===== src/rtl/search_genclk_pkg.sv =====
// Shared types and ratio helpers for the programmable clock divider.
package search_genclk_pkg;

    typedef enum logic [1:0] {
        IDLE = 2'd0,
        RUN  = 2'd1,
        STOP = 2'd2
    } state_e;

    // Ratios below 2 cannot form a clock with both a high and a low phase.
    function automatic logic [31:0] clamp_ratio(input logic [31:0] n);
        return (n < 32'd2) ? 32'd2 : n;
    endfunction

    function automatic logic [31:0] high_phase(input logic [31:0] n);
        return n - (n >> 1);
    endfunction

endpackage


===== src/rtl/search_genclk_phase.sv =====
// Phase counter and run/stop FSM producing the registered divided clock and its strobes.
module search_genclk_phase
    import search_genclk_pkg::*;
#(
    parameter int CNT_W = 8
) (
    input  logic             clk,
    input  logic             rst,
    input  logic             en_i,
    input  logic [CNT_W-1:0] ratio_i,
    output state_e           state_o,
    output logic             div_clk_o,
    output logic             rise_o,
    output logic             fall_o,
    output logic             boundary_o,
    output logic             fall_edge_o
);

    state_e           state_q, state_d;
    logic [CNT_W-1:0] cnt_q, cnt_d;
    logic             div_clk_q, div_clk_d;
    logic             rise_q, fall_q;

    logic [CNT_W-1:0] high_n;
    logic [CNT_W-1:0] last_n;
    logic [CNT_W-1:0] cnt_inc;
    logic             wrap;

    assign high_n  = CNT_W'(high_phase(32'(ratio_i)));
    assign last_n  = ratio_i - CNT_W'(1);
    assign wrap    = (cnt_q == last_n);
    assign cnt_inc = wrap ? '0 : cnt_q + CNT_W'(1);

    always_ff @(posedge clk) begin
        if (rst) begin
            state_q   <= IDLE;
            cnt_q     <= '0;
            div_clk_q <= 1'b0;
            rise_q    <= 1'b0;
            fall_q    <= 1'b0;
        end else begin
            state_q   <= state_d;
            cnt_q     <= cnt_d;
            div_clk_q <= div_clk_d;
            rise_q    <= div_clk_d & ~div_clk_q;
            fall_q    <= ~div_clk_d & div_clk_q;
        end
    end

    // STOP keeps counting so the period in flight finishes; only its wrap may return to IDLE.
    always_comb begin
        state_d = state_q;
        cnt_d   = cnt_q;
        case (state_q)
            IDLE: begin
                cnt_d   = '0;
                state_d = en_i ? RUN : IDLE;
            end
            RUN: begin
                cnt_d   = cnt_inc;
                state_d = en_i ? RUN : STOP;
            end
            STOP: begin
                cnt_d = cnt_inc;
                if (en_i) state_d = RUN;
                else if (wrap) state_d = IDLE;
                else state_d = STOP;
            end
            default: begin
                cnt_d   = '0;
                state_d = IDLE;
            end
        endcase
    end

    always_comb begin
        div_clk_d = 1'b0;
        if (state_q == IDLE) div_clk_d = en_i;
        else if (state_d != IDLE) div_clk_d = (cnt_d < high_n);
        boundary_o  = (state_q == IDLE) | wrap;
        fall_edge_o = div_clk_q & ~div_clk_d;
    end

    assign state_o   = state_q;
    assign div_clk_o = div_clk_q;
    assign rise_o    = rise_q;
    assign fall_o    = fall_q;

endmodule


===== src/rtl/search_genclk_div.sv =====
// Programmable clock divider with glitch-free ratio change and fall-launched data hand-off.
module search_genclk_div
    import search_genclk_pkg::*;
#(
    parameter int CNT_W       = 8,
    parameter int DATA_W      = 8,
    parameter int DIV_DEFAULT = 2
) (
    input  logic              clk,
    input  logic              rst,
    input  logic              en,
    input  logic [CNT_W-1:0]  div_ratio,
    input  logic              ratio_load,
    output logic              ratio_ack,
    output logic [CNT_W-1:0]  active_ratio,
    input  logic [DATA_W-1:0] data_in,
    input  logic              data_valid,
    output logic              div_clk,
    output logic              div_rise,
    output logic              div_fall,
    output logic [DATA_W-1:0] data_out,
    output logic              data_out_valid,
    output logic              busy,
    output logic [1:0]        dbg_state_o
);

    localparam logic [CNT_W-1:0] RESET_RATIO = CNT_W'(clamp_ratio(32'(DIV_DEFAULT)));

    state_e            phase_state;
    logic              boundary, fall_edge, apply;

    logic [CNT_W-1:0]  active_q, active_d;
    logic [CNT_W-1:0]  pend_q, pend_d;
    logic              pend_full_q, pend_full_d;
    logic              ack_q;
    logic [DATA_W-1:0] hold_q, hold_d;
    logic              hold_full_q, hold_full_d;
    logic [DATA_W-1:0] dout_q, dout_d;
    logic              dvalid_q, dvalid_d;

    search_genclk_phase #(.CNT_W(CNT_W)) u_phase (
        .clk         (clk),
        .rst         (rst),
        .en_i        (en),
        .ratio_i     (active_q),
        .state_o     (phase_state),
        .div_clk_o   (div_clk),
        .rise_o      (div_rise),
        .fall_o      (div_fall),
        .boundary_o  (boundary),
        .fall_edge_o (fall_edge)
    );

    // Only a ratio pending before the boundary edge is applied; a load on that edge waits one period.
    assign apply = pend_full_q & boundary;

    always_comb begin
        active_d    = apply ? pend_q : active_q;
        pend_d      = ratio_load ? CNT_W'(clamp_ratio(32'(div_ratio))) : pend_q;
        pend_full_d = ratio_load | (pend_full_q & ~apply);
        hold_d      = data_valid ? data_in : hold_q;
        hold_full_d = data_valid | (hold_full_q & ~fall_edge);
        dout_d      = dout_q;
        dvalid_d    = dvalid_q;
        if (fall_edge) begin
            dvalid_d = hold_full_q;
            if (hold_full_q) dout_d = hold_q;
        end
    end

    always_ff @(posedge clk) begin
        if (rst) begin
            active_q    <= RESET_RATIO;
            pend_q      <= '0;
            pend_full_q <= 1'b0;
            ack_q       <= 1'b0;
            hold_q      <= '0;
            hold_full_q <= 1'b0;
            dout_q      <= '0;
            dvalid_q    <= 1'b0;
        end else begin
            active_q    <= active_d;
            pend_q      <= pend_d;
            pend_full_q <= pend_full_d;
            ack_q       <= apply;
            hold_q      <= hold_d;
            hold_full_q <= hold_full_d;
            dout_q      <= dout_d;
            dvalid_q    <= dvalid_d;
        end
    end

    assign ratio_ack      = ack_q;
    assign active_ratio   = active_q;
    assign data_out       = dout_q;
    assign data_out_valid = dvalid_q;
    assign busy           = (phase_state != IDLE);
    assign dbg_state_o    = phase_state;

endmodule


===== config.mk =====
export PLATFORM = sky130hd
export DESIGN_NAME = search_genclk_div
export DESIGN_NICKNAME = d
export VERILOG_FILES = /design/src/rtl/search_genclk_pkg.sv /design/src/rtl/search_genclk_phase.sv /design/src/rtl/search_genclk_div.sv
export SDC_FILE = /design/constraint.sdc
export NUM_CORES = 1
export LEC_CHECK = 0
export ABC_CLOCK_PERIOD_IN_PS = 3700
export CAP_MARGIN = 15
export CORE_MARGIN = 3
export CORE_UTILIZATION = 40
export CTS_CLUSTER_SIZE = 8
export DETAILED_ROUTE_END_ITERATION = 6
export PLACE_DENSITY = 0.65
export SYNTH_ARGS = -nofsm -noshare
export SYNTH_HDL_FRONTEND = slang
export SYNTH_SLANG_ARGS = --single-unit

===== constraint.sdc =====
create_clock -name clk -period 3.7 [get_ports clk]
set_clock_uncertainty 0.15 [all_clocks]
set_input_delay 1.11 -clock clk [delete_from_list [all_inputs] [get_ports clk]]
set_output_delay 1.11 -clock clk [all_outputs]
set_load 0.005 [all_outputs]

# == Yosys cells after proc, flatten, opt, wreduce, memory -nomap -nowiden ==
# Index checks and enable logic that the tools add are counted.
# Widths: inputs -> output; s select.
# word_totals
ff_bits,49
inputBits,21
out_inout_bits,24
wordCells,48
# op_classes
add_sub_neg,3
n_lt_le_gt_ge,2
eq_ne,3
n_mux,10
bitwise_logic,12
n_reduce_logical,5
# op_table
op,n
$mux 8,3
$add 8x1->8 const B,1
$eq 8x8->1,1
$lt 8x2->1 const B,1
$lt 8x8->1,1
$sub 8x1->8 const B,1
$sub 8x7->8,1
$mux 2,3
$pmux 2 s3,1
$and 1x1->1,5
$not 1->1,4
$reduce_bool 2->1,2
$mux 1,3
$or 1x1->1,3
$eq 2x1->1 const B,1
$eq 2x2->1 const B,1
$logic_not 2->1,1
$reduce_and 2->1,1
$reduce_or 2->1,1

# == Depth between registers and ports, before layout ==
# depth
ltp_word,13
mapped_depth,19
ltp_nobuf,18

# == Cells and area by module ==
# A second synthesis with hierarchy kept.
# unflattened
cells_unflattened,305
area_unflattened_um2,2648.8
# by_module_without_submodules
module,n_inst,cells_each,area_each_um2,seq_area_each_um2
search_genclk_phase,1,162,1365.1,260.2
search_genclk_div,1,143,1283.7,720.7

# == Worst setup path before layout ==
# No wires, ideal clock.
# synth_path
path_kind,flip-flop to flip-flop
from,"register active_q[2], in the netlist active_ratio[2]"
to,"register dvalid_q, in the netlist data_out_valid"
setup_ns,0.119
arrival_time_ns,3.725
t_required_ns,3.431
path_slack_ns,-0.294
path_stages_with_launch,19
n_path_buf,2
synth_period_minus_slack_ns,3.994
cell_sequence,dfxtp_1 inv_1 ha_1 a21bo_2 a21oi_1 o22ai_2 or3_2 nand2_1 buf_2 nor2_1 ha_1 o21ai_0 a21oi_1 and4b_1 a22o_4 o31ai_2 a21oi_2 buf_6 o2bb2ai_1
# synth_between
elab_cells_between_ends,14
cone_classes,add/sub (2); order compare (1); eq/ne (1); mux (7); bitwise (2); reduce/logical (1)
# synth_rtl
element,line,text
start: declaration,search_genclk_div.sv:32,"logic [CNT_W-1:0] active_q, active_d;"
start signal: assignment,search_genclk_div.sv:82,active_q <= active_d;
$sub 8x1->8,search_genclk_phase.sv:30,assign last_n = ratio_i - CNT_W'(1);
$eq 8x8->1,search_genclk_phase.sv:31,assign wrap = (cnt_q == last_n);
$mux 8,search_genclk_phase.sv:32,assign cnt_inc = wrap ? '0 : cnt_q + CNT_W'(1);
$mux 8,search_genclk_phase.sv:54,case (state_q)
named net u_phase.cnt_d[2],search_genclk_phase.sv:20,"logic [CNT_W-1:0] cnt_q, cnt_d;"
$lt 8x8->1,search_genclk_phase.sv:79,else if (state_d != IDLE) div_clk_d = (cnt_d < high_n);
$mux 1,search_genclk_phase.sv:79,
$mux 1,search_genclk_phase.sv:78,if (state_q == IDLE) div_clk_d = en_i;
$not 1->1,search_genclk_phase.sv:81,fall_edge_o = div_clk_q & ~div_clk_d;
$and 1x1->1,search_genclk_phase.sv:81,
end signal: assignment,search_genclk_div.sv:89,dvalid_q <= dvalid_d;
end: declaration,search_genclk_div.sv:39,"logic dvalid_q, dvalid_d;"
# The timed path passes the listed nets, and every way through them passes these cells.
# A chain may end at the register's enable or synchronous reset.

# == Worst setup path in the final report ==
# layout_path
from,"register active_q[1], in the netlist active_ratio[1]"
to,"register dvalid_q, in the netlist data_out_valid"
# Same word-level chain as after synthesis.

==> summary by stage <==
Status
The flow ran to the end, and the final reports show no timing, DRC or antenna violations.

Synth
The fraction of the mapped netlist area in simple logic gates is 0.1590. The per-instance average area after synthesis is 9.229 um2. The adder-cell share of the synthesized area is 0.1314. After technology mapping, the gate count stands at 295. The fraction of the mapped netlist area in compound gates was 0.1066. The number of nets in the synthesized netlist is 344.

By area, the combinational part of the netlist is dominated by simple AND/OR/NAND/NOR gates. The area share of xor/xnor cells in the synthesized design is 0.08180. The number of warnings issued by yosys is 0. The fraction of synthesized area in multiplexers is 0.1103. The post-synthesis instance area is 0.002723 mm2.

In the synthesized netlist the dominant register cell turns out to be dfxtp_1. In this run, synthesis inferred 0 flip-flops with an integrated enable. The number of different library cells used by synthesis comes to 50. The synthesized flop and latch total is 49. Of the synthesized area, sequential elements account for 0.3603. The proportion of synthesized flip-flops having asynchronous set or reset is 0.

Drt
In the final routed layout, each cell accounts on average for 14.69 um. The antenna violation net count after detailed routing is 0. Wires add up to 6418 um. For this run, design rule violations remaining after detail routing come to 0. In this run, the number of DRC markers left after iteration 0 of detailed routing was 110. The number of detailed-route iterations in the first pass is 4.

The total via count after detailed routing is 2224. The vias per cell is 5.089.

Setup path
The cell that appears most often on the critical path is ha_1. The maximum fanout along the worst path is 6. The signal on the critical path passes through inv_2, ha_1, a21bo_2, a21oi_2, o22ai_2, or3_4, nand2_8, nor2_1, ha_1, a211oi_1, o21ai_1, a22o_4, o31ai_4, a21oi_4, clkbuf_16, o2bb2ai_1.

The class of the most critical setup path is reg2reg. The startpoint identified for the worst register-to-register timing path is active_ratio[1]. The worst setup path endpoint is data_out_valid. The most critical setup path has its startpoint at active_ratio[1]. STA classifies the critical path endpoint as a register. The length in cells of the worst reg-to-reg path is 16. The worst endpoint data arrival time is 3.71 ns. The endpoint identified for the worst register-to-register timing path is data_out_valid. The element type at the critical path start is a register. The worst path required time is 3.76 ns. The delay contributed by the slowest stage of the critical path is 0.44 ns. The worst-case register-to-register setup slack is 0.05 ns.

The largest individual stage delay along the critical path comes from the cell or3_4.

Clocking
The worst-skew pair later-pin latency is 0.31 ns. The number of hold buffers added after cts is 0. Buffers inserted during clock tree synthesis total 5. The TritonCTS sink count is 49. The root buffer cell chosen for the clock tree is clkbuf_8. The H-tree generated during clock tree synthesis spans 2 levels.

TritonCTS built the clock tree. Clock-pin slew was measured on the worst setup and hold paths at 0.10 ns. The maximum clock path buffer count is 2.

Floorplan
The core region area is 0.006459 mm2. The area of the die is 0.007832 mm2. The number of cell rows is 29. The initial utilization of the core area, before any placement, comes to 0.4215. During I/O placement, the number of pins put on the boundary was 45. The floorplan die height is 88.50 um. The die width is 88.50 um.

Placed design
The estimated wirelength of the detail-placed design is 4657 um. The number of buffers added on ports is 44. Summing all placed instances gives a cell area of 0.003374 mm2. The final weighted congestion of routability-driven global placement is 0.8790.

Once placement completed, the tool counted placed cells totaling 421. The worst slack at placement is -0.06649 ns.

Layout
Relative to the synthesized area, the layout overhead comes to 33.23%. The final cell count without fillers is 437. In the layout the commonest cells are 44 x clkdlybuf4s50_1, 43 x dfxtp_1, 35 x nor2_1.

With fillers left out, the area of the finished cells amounts to 0.003627 mm2. 0 antenna diodes ended up in the layout. The most common cell after layout, fill and taps aside is clkdlybuf4s50_1.

The end-of-flow core utilization is 0.5616. The proportion of layout cells with a drive suffix above 1 is 0.1972. The number of nets in the layout is 408.

STA
The highest clock rate is 0.2737 GHz. The final hold slack is 0.3134 ns. Setup repair after global routing could not meet its margin everywhere. For the pin with the worst max-slew slack, the measured transition is 0.6869 ns. Measured against its own limit, the worst slew margin works out to 0.5416.

The setup TNS is 0 ns. The minimum clock period after layout is 3.653 ns. The final worst slack is 0.04684 ns.

The final hold violation count came to 0. The post-route clock period utilization is 0.9873. The final count of pins violating max slew was 0.

The final number of setup-violating endpoints is 0.

Power and ir drop
The share of total power consumed by net switching is 0.3054. The design internal power is 0.8410 mW. VDD sags by at most 0.2442 mV. In this run the static leakage power is 1.514 nW. The share of total power dissipated in the clock network is 0.291. The combinational group share of total power is 0.244.

The power consumption is 1.211 mW. Of the total power, registers draw 0.465. Summed over all nets, the switching power comes to 0.3699 mW. The total power per unit cell area is 333.8 mW/mm2.

Global route
The initial antenna violation count is 0. The pin count of the biggest net entering global routing is 36. The total congestion overflow is 0. The number of global-route vias before repair came to 2181.

The global-route total usage across every layer is 0.1707. The global-route wire length before repair is 10330 um.

Hold path
The path class of the tightest hold or removal check is reg2reg.

Job
The max-cap check violation count is 0.
-- synth_stat cells, drive strengths merged (5+ instances only) --
master   n  area [um2]
nand2   25       93.84
inv     23       86.33
xnor2   10       87.58
o21bai   5       37.54
xor2    12       112.6
a21oi   11       58.81
dfxtp   49       980.9
nor3    13       70.07
ha      27       337.8
mux2i   30       300.3
clkbuf   7       26.28
nor2    37       141.4
-- worst min-delay path by stage --
| stage | from | to | slack, ns | cells past startpoint |
|---|---|---|---|---|
| 2_1_floorplan | hold_full_q | hold_full_q | 0.28 | 2 |
| 3_3_place_gp | hold_full_q | hold_full_q | 0.29 | 2 |
| 4_1_cts | hold_full_q | hold_full_q | 0.31 | 2 |
| 5_1_grt | hold_q[3] | data_out[3] | 0.34 | 2 |
| 6_report | hold_q[3] | data_out[3] | 0.31 | 2 |
| 3_5_place_dp | hold_full_q | hold_full_q | 0.29 | 2 |
-- power by group through the flow --
stage          logic [mW]  registers [mW]  clock network, mW
2_1_floorplan       0.164           0.574                  0
3_3_place_gp        0.261           0.574                  0
3_5_place_dp        0.261           0.574                  0
4_1_cts             0.266           0.562              0.358
5_1_grt             0.328           0.566              0.376
6_report            0.296           0.563              0.352
-- flip-flops by register name, summed over array words and instances, names as in the netlist --
signal             flops
pend_q                 8
active_ratio           8
pend_full_q            1
u_phase.state_o        2
hold_full_q            1
u_phase.fall_o         1
u_phase.rise_o         1
data_out_valid         1
data_out               8
u_phase.cnt_q          8
ratio_ack              1
hold_q                 8
u_phase.div_clk_o      1
-- per-layer routing --
layer	vias to the layer above	GRT usage	routed length, um
met5	-	0	0
met4	0	0.05907	102
met3	7	0.03073	210
met2	48	0.2712	2877
met1	1043	0.2332	3228
li1	1126	-	-
-- repair_timing --
item / 4_1_cts / 5_1_grt
cloned: 0 / 2
buffers inserted: 0 / 6
gates resized for setup: 4 / 23
setup endpoints to repair: 9 / 13
pin swaps: 0 / 21
-- cells by family (layout without fill, tap and decap cells) --
| kind of cell | count (synthesis) | in the layout |
|---|---|---|
| adders and majority gates | 28 | 28 |
| and+or+nand+nor | 93 | 94 |
| DFF | 49 | 49 |
| xor gates and xnor gates | 23 | 23 |
| buffers and inverters | 34 | 98 |
| AOI/OAI and AO/OA | 38 | 38 |
| muxes | 30 | 30 |
-- worst max-delay path: cells and delay by family (launching register included) --
kind	cells	cell delay, ns
AO/OA/AOI/OAI	9	1.66
adder cells (fa/ha/maj)	2	0.52
buffers and inverters	2	0.22
flip-flops	1	0.40
AND/OR/NAND/NOR	3	0.59
-- cell type report --
class	count	area, um2
Inverter	23	86.33
Clock buffer	5	68.82
Sequential cell	49	991.0
Fill cell	571	2831
Multi-Input combinational cell	213	1713
Tap cell	77	96.34
Clock inverter	3	28.78
Timing Repair Buffer	67	643.1
No activity file was read; power rests on OpenSTA's default activity.
